File: src/rtl/imem_loader_pkg.sv
// Shared types and constants for the UART instruction-memory loader.
// The CHK state exists only when IMEM_LOADER_CHECKSUM_EN is defined.
package imem_loader_pkg;

  localparam int unsigned DEFAULT_CLKS_PER_BIT = 868;
  localparam int unsigned HDR_BYTES            = 2;
  localparam int unsigned BYTES_PER_WORD       = 4;

  typedef enum logic [2:0] {
    ST_IDLE,
    ST_HDR0,
    ST_HDR1,
    ST_DATA,
    ST_DONE
`ifdef IMEM_LOADER_CHECKSUM_EN
    , ST_CHK
`endif
  } state_e;

  typedef enum logic [1:0] {
    RX_IDLE,
    RX_START,
    RX_DATA,
    RX_STOP
  } rx_state_e;

endpackage

File: src/rtl/uart_rx_byte.sv
// 8N1 UART byte receiver: 2-FF synchronizer, mid-bit sampling, false-start
// rejection and stop-bit framing check. All outputs are registered pulses/data.
module uart_rx_byte
  import imem_loader_pkg::*;
#(
  parameter int unsigned CLKS_PER_BIT = DEFAULT_CLKS_PER_BIT
) (
  input  logic       clk,
  input  logic       rst,
  input  logic       rx,
  output logic       byte_valid,
  output logic [7:0] byte_data,
  output logic       frame_err
);

  localparam int unsigned CNT_W   = $clog2(CLKS_PER_BIT + 1);
  localparam int unsigned HALF_M1 = (CLKS_PER_BIT >= 2) ? (CLKS_PER_BIT / 2) - 1 : 0;
  localparam logic [CNT_W-1:0] HALF_LAST = CNT_W'(HALF_M1);
  localparam logic [CNT_W-1:0] BIT_LAST  = CNT_W'(CLKS_PER_BIT - 1);

  logic             sync1_q, sync2_q, prev_q;
  rx_state_e        state_q, state_d;
  logic [CNT_W-1:0] cnt_q, cnt_d;
  logic [2:0]       bit_q, bit_d;
  logic [7:0]       data_q, data_d;
  logic             valid_q, valid_d;
  logic             ferr_q, ferr_d;

  // Bit timing: start re-checked at half a bit, data/stop sampled every full bit after.
  always_comb begin
    state_d = state_q;
    cnt_d   = cnt_q;
    bit_d   = bit_q;
    data_d  = data_q;
    valid_d = 1'b0;
    ferr_d  = 1'b0;
    case (state_q)
      RX_IDLE: begin
        if (prev_q && !sync2_q) begin
          state_d = RX_START;
          cnt_d   = '0;
        end
      end
      RX_START: begin
        if (cnt_q == HALF_LAST) begin
          cnt_d   = '0;
          bit_d   = '0;
          state_d = sync2_q ? RX_IDLE : RX_DATA;
        end else begin
          cnt_d = cnt_q + CNT_W'(1);
        end
      end
      RX_DATA: begin
        if (cnt_q == BIT_LAST) begin
          cnt_d  = '0;
          data_d = {sync2_q, data_q[7:1]};
          bit_d  = bit_q + 3'd1;
          if (bit_q == 3'd7) begin
            state_d = RX_STOP;
          end
        end else begin
          cnt_d = cnt_q + CNT_W'(1);
        end
      end
      RX_STOP: begin
        if (cnt_q == BIT_LAST) begin
          cnt_d   = '0;
          state_d = RX_IDLE;
          valid_d = sync2_q;
          ferr_d  = !sync2_q;
        end else begin
          cnt_d = cnt_q + CNT_W'(1);
        end
      end
      default: state_d = RX_IDLE;
    endcase
  end

  always_ff @(posedge clk or posedge rst) begin
    if (rst) begin
      sync1_q <= 1'b1;
      sync2_q <= 1'b1;
      prev_q  <= 1'b1;
      state_q <= RX_IDLE;
      cnt_q   <= '0;
      bit_q   <= '0;
      data_q  <= '0;
      valid_q <= 1'b0;
      ferr_q  <= 1'b0;
    end else begin
      sync1_q <= rx;
      sync2_q <= sync1_q;
      prev_q  <= sync2_q;
      state_q <= state_d;
      cnt_q   <= cnt_d;
      bit_q   <= bit_d;
      data_q  <= data_d;
      valid_q <= valid_d;
      ferr_q  <= ferr_d;
    end
  end

  assign byte_valid = valid_q;
  assign byte_data  = data_q;
  assign frame_err  = ferr_q;

endmodule

File: src/rtl/imem_loader.sv
// Loads a little-endian word image from UART into instruction memory while
// holding the core in reset. IMEM_LOADER_CHECKSUM_EN adds a trailing XOR byte.
module imem_loader
  import imem_loader_pkg::*;
#(
  parameter int unsigned CLKS_PER_BIT = DEFAULT_CLKS_PER_BIT,
  parameter int unsigned MAX_WORDS    = 256
) (
  input  logic        clk,
  input  logic        rst,
  input  logic        uart_rx,
  input  logic        load_req,
  output logic        imem_we,
  output logic [31:0] imem_addr,
  output logic [31:0] imem_wdata,
  output logic        core_rst,
  output logic        busy,
  output logic        done,
  output logic        err
);

`ifdef IMEM_LOADER_CHECKSUM_EN
  localparam state_e ST_TAIL = ST_CHK;
`else
  localparam state_e ST_TAIL = ST_DONE;
`endif

  logic        rx_valid, rx_ferr;
  logic [7:0]  rx_data;
  logic [15:0] hdr_n;

  state_e      state_q;
  logic [15:0] n_q, word_cnt_q;
  logic [1:0]  byte_idx_q;
  logic [23:0] word_q;
  logic        we_q, core_rst_q, busy_q, done_q, err_q;
  logic [31:0] addr_q, wdata_q;
`ifdef IMEM_LOADER_CHECKSUM_EN
  logic [7:0]  csum_q;
`endif

  uart_rx_byte #(
    .CLKS_PER_BIT(CLKS_PER_BIT)
  ) u_rx (
    .clk       (clk),
    .rst       (rst),
    .rx        (uart_rx),
    .byte_valid(rx_valid),
    .byte_data (rx_data),
    .frame_err (rx_ferr)
  );

  assign hdr_n = {rx_data, n_q[7:0]};

  // Session FSM; every abort path keeps core_rst asserted.
  always_ff @(posedge clk or posedge rst) begin
    if (rst) begin
      state_q    <= ST_IDLE;
      n_q        <= '0;
      word_cnt_q <= '0;
      byte_idx_q <= '0;
      word_q     <= '0;
      we_q       <= 1'b0;
      addr_q     <= '0;
      wdata_q    <= '0;
      core_rst_q <= 1'b1;
      busy_q     <= 1'b0;
      done_q     <= 1'b0;
      err_q      <= 1'b0;
`ifdef IMEM_LOADER_CHECKSUM_EN
      csum_q     <= '0;
`endif
    end else begin
      we_q   <= 1'b0;
      done_q <= 1'b0;
      if (we_q) begin
        addr_q <= addr_q + 32'd4;
      end
`ifdef IMEM_LOADER_CHECKSUM_EN
      if (rx_valid) begin
        csum_q <= csum_q ^ rx_data;
      end
`endif
      case (state_q)
        ST_IDLE: begin
          if (load_req) begin
            err_q      <= 1'b0;
            busy_q     <= 1'b1;
            core_rst_q <= 1'b1;
            addr_q     <= '0;
            state_q    <= ST_HDR0;
`ifdef IMEM_LOADER_CHECKSUM_EN
            csum_q     <= '0;
`endif
          end
        end
        ST_HDR0: begin
          if (rx_ferr) begin
            err_q   <= 1'b1;
            busy_q  <= 1'b0;
            state_q <= ST_IDLE;
          end else if (rx_valid) begin
            n_q[7:0] <= rx_data;
            state_q  <= ST_HDR1;
          end
        end
        ST_HDR1: begin
          if (rx_ferr) begin
            err_q   <= 1'b1;
            busy_q  <= 1'b0;
            state_q <= ST_IDLE;
          end else if (rx_valid) begin
            n_q        <= hdr_n;
            word_cnt_q <= '0;
            byte_idx_q <= '0;
            if (32'(hdr_n) > MAX_WORDS) begin
              err_q   <= 1'b1;
              busy_q  <= 1'b0;
              state_q <= ST_IDLE;
            end else if (hdr_n == 16'd0) begin
              state_q <= ST_TAIL;
            end else begin
              state_q <= ST_DATA;
            end
          end
        end
        ST_DATA: begin
          if (rx_ferr) begin
            err_q   <= 1'b1;
            busy_q  <= 1'b0;
            state_q <= ST_IDLE;
          end else if (rx_valid) begin
            byte_idx_q <= byte_idx_q + 2'd1;
            if (byte_idx_q == 2'd3) begin
              we_q       <= 1'b1;
              wdata_q    <= {rx_data, word_q};
              word_cnt_q <= word_cnt_q + 16'd1;
              if (word_cnt_q == n_q - 16'd1) begin
                state_q <= ST_TAIL;
              end
            end else begin
              word_q <= {rx_data, word_q[23:8]};
            end
          end
        end
`ifdef IMEM_LOADER_CHECKSUM_EN
        ST_CHK: begin
          if (rx_ferr) begin
            err_q   <= 1'b1;
            busy_q  <= 1'b0;
            state_q <= ST_IDLE;
          end else if (rx_valid) begin
            if (rx_data == csum_q) begin
              state_q <= ST_DONE;
            end else begin
              err_q   <= 1'b1;
              busy_q  <= 1'b0;
              state_q <= ST_IDLE;
            end
          end
        end
`endif
        ST_DONE: begin
          done_q     <= 1'b1;
          busy_q     <= 1'b0;
          core_rst_q <= 1'b0;
          state_q    <= ST_IDLE;
        end
        default: state_q <= ST_IDLE;
      endcase
    end
  end

  assign imem_we    = we_q;
  assign imem_addr  = addr_q;
  assign imem_wdata = wdata_q;
  assign core_rst   = core_rst_q;
  assign busy       = busy_q;
  assign done       = done_q;
  assign err        = err_q;

endmodule

File: config.mk
export PLATFORM = sky130hd
export DESIGN_NAME = imem_loader
export DESIGN_NICKNAME = d
export VERILOG_FILES = /design/src/rtl/imem_loader_pkg.sv /design/src/rtl/uart_rx_byte.sv /design/src/rtl/imem_loader.sv
export SDC_FILE = /design/constraint.sdc
export NUM_CORES = 1
export LEC_CHECK = 0
export ABC_AREA = 1
export BUFFER_PORTS_ARGS = -buffer_cell sky130_fd_sc_hd__buf_2
export CAP_MARGIN = 20
export CORE_MARGIN = 3
export CORE_UTILIZATION = 60
export CTS_CLUSTER_DIAMETER = 30
export DETAILED_ROUTE_END_ITERATION = 16
export PLACE_DENSITY_LB_ADDON = 0.08
export SLEW_MARGIN = 20
export SYNTH_ARGS = -nofsm -noshare
export SYNTH_HDL_FRONTEND = slang
export SYNTH_SLANG_ARGS = --single-unit
File: constraint.sdc
create_clock -name clk -period 13.1 [get_ports clk]
set_input_delay 2.62 -clock clk [delete_from_list [all_inputs] [get_ports clk]]
set_output_delay 2.62 -clock clk [all_outputs]
set_load 0.1 [all_outputs]
==> impl_metrics.tcl <==
set metrics [dict create \
    die_h_um 119 \
    synth_edf_count 0 \
    final_common_cell "nand2_1" \
    cts_hold_buf 0 \
    drive_above_1_share_pct 14.4 \
    syn_to_final_growth_pct 15.0 \
    netSwitchingFraction_pct 29.3 \
    clock-sinks 156 \
    hold_path.class "flop to flop" \
    ys_seq_area_share_pct 51.4 \
    rsz0062_at_grt "no" \
    worstMarginPinSlew_ns 0.914 \
    dieArea_mm2 0.0140 \
    ys_async_sr_fraction_pct 100 \
    p_sw_uw 362 \
    grt_pass1_vias 6003 \
    crit_type "flop to output port" \
    clockBufferDepth 2 \
    post-cts-setup-buffers 0 \
    slowest_delay_ns 0.54 \
    clkPwrFrac_pct 43.2 \
    power_uw 1240 \
    yosys_warnings 0 \
    setup_tns_ns 0 \
    fmax_mhz 249 \
    arrival_ns 1.39 \
    vias 6150 \
    end_kind "output port" \
    drt_iter0_drc 441 \
    h-tree-depth 4 \
    power_frac_comb_pct 15.0 \
    drv_slew 0 \
    track_usage_pct 24.4 \
    drtAntennaViolNets 0 \
    crit_chain "buf_2" \
    routedWlPerCell_um 13.8 \
    finalNonFillerCells 1169 \
    insertion_delay_ns 0.43 \
    antennaDiodeCount 0 \
    die_w_um 119 \
    synth_ff_type "dfrtp_1" \
    grt_max_degree 83 \
    dp.cells 1137 \
    nets 1005 \
    final_cell_mix "nand2_1, dfrtp_1, inv_1" \
    cts_tree "yes" \
    p_leak_uw 0.00439 \
    cts.root.buffer_cell "clkbuf_16" \
    setup_viol 0 \
    drc 0 \
    numCtsBuffers 17 \
    portBuffers 70 \
    cts-resized-gates 0 \
    synth_seq_cells 156 \
    crit_required_ns 10.48 \
    ys_types 46 \
    hpwl_um 11300 \
    grt_pass1_wl_um 27900 \
    internal_power_uw 873 \
    grt_overflow_total 0 \
    fin_crit_sh_pct 30.6 \
    rows 40 \
    power_density_mw_per_mm2 141 \
    start_util_pct 62.2 \
    seqPwrFrac_pct 41.8 \
    period_needed_ns 4.01 \
    relSlewSlack_pct 39.1 \
    timing.hold.ws_ns 0.358 \
    antenna_found_initial 0 \
    avgSynthCellArea_um2 8.29 \
    status "completed" \
    place_congestion 0.880 \
    startpoint_type "flop" \
    critical-path-top-delay-family "flip-flops" \
    io-pin-count 73 \
    maxCapViolCount 0 \
    slowest_stage "dfstp_2" \
    viasPerCell 5.26 \
    core_mm2 0.0122 \
    wirelength_um 16200 \
    dr.pass1.iters 5 \
    path_clk_slew_ns 0.07 \
    hold_violations 0 \
    synthCells 916 \
    path_max_fanout 2 \
    finClkSkew_ns 0.0116 \
    ir_drop_v 0.000116 \
    syn_area_mm2 0.00760 \
    cp_num_buf_inv 1 \
]
synth_stat cells, types with 7 or more instances:
cell	number	area share, %
nand3_1	36	2.4
o22ai_1	7	0.58
xnor2_1	12	1.4
nand4_1	7	0.58
a21oi_1	27	1.8
nor3_1	20	1.3
xor2_1	19	2.2
o21a_1	7	0.69
clkbuf_1	9	0.44
inv_1	105	5.2
dfrtp_1	152	50
ha_1	13	2.1
o21ai_0	100	6.6
nor2_1	79	3.9
o21ai_1	8	0.53
buf_2	9	0.59
nand2_1	246	12
path summary, 6_finish.rpt:
path                              start            end  slack, ns  cells after the start
setup / recovery               core_rst       core_rst       9.09                      1
hold / removal             u_rx.sync1_q   u_rx.sync2_q       0.36                      0
setup reg to reg             state_q[0]  imem_addr[10]      10.95                      7
hold reg to reg            u_rx.sync1_q   u_rx.sync2_q       0.36                      0
max in group asynchronous           rst  u_rx.cnt_q[0]       9.39                      3
min in group asynchronous           rst  imem_wdata[4]       2.32                      2
power by group through the flow:
stage                     clock network [uW]  logic (uW)  registers (uW)
after floorplan                            0         112             556
after global placement                     0         178             525
after detailed placement                   0         181             526
after CTS                                541         185             517
after global routing                     562         207             519
final                                    533         185             517
metrics by stage:
step                util [%]  cell area (um^2)  setup slack (ns)
finish                  71.6              8740              9.09
floorplan                  -              7600              6.28
CTS                     71.6              8740              9.07
detailed placement      66.3              8090              8.84
global placement        66.3              8090              8.84
global route            71.6              8740              9.05
per-layer routing:
layer / wire length, um / global-route usage (%)
met1: 7150 / 32.4
met2: 7800 / 38.9
met5: 0 / 0
met3: 891 / 5.79
met4: 346 / 9.56
cell type report:
class / count / area [um^2]
clock inverters: 14 / 208
multi-input cells: 626 / 3170
well taps: 168 / 210
fillers: 985 / 3470
flip-flops and latches: 156 / 3910
inverters: 114 / 433
clock buffers: 18 / 439
repair buffers: 73 / 373
cell families (layout without fill, tap and decap cells):
family                   after synthesis  in the layout  synth area share (%)
XOR/XNOR                              31             31                  3.57
AO/OA/AOI/OAI                        159            159                  11.2
adder cells (fa/ha/maj)               13             13                  2.14
buffers and inverters                135            219                  6.92
other                                  1              2                0.0494
AND/OR/NAND/NOR                      421            421                  24.7
flip-flops                           156            156                  51.4
flip-flops by register name (all words and copies together), names as in the netlist:
register,flops
n_q,16
core_rst,1
u_rx.byte_valid,1
imem_we,1
u_rx.sync2_q,1
state_q,3
imem_wdata,32
u_rx.byte_data,8
u_rx.state_q,2
u_rx.prev_q,1
word_q,24
done,1
u_rx.sync1_q,1
imem_addr,30
byte_idx_q,2
busy,1
word_cnt_q,16
u_rx.cnt_q,10
err,1
u_rx.bit_q,3
u_rx.frame_err,1
Note: power is estimated with default switching activity, not from simulation.
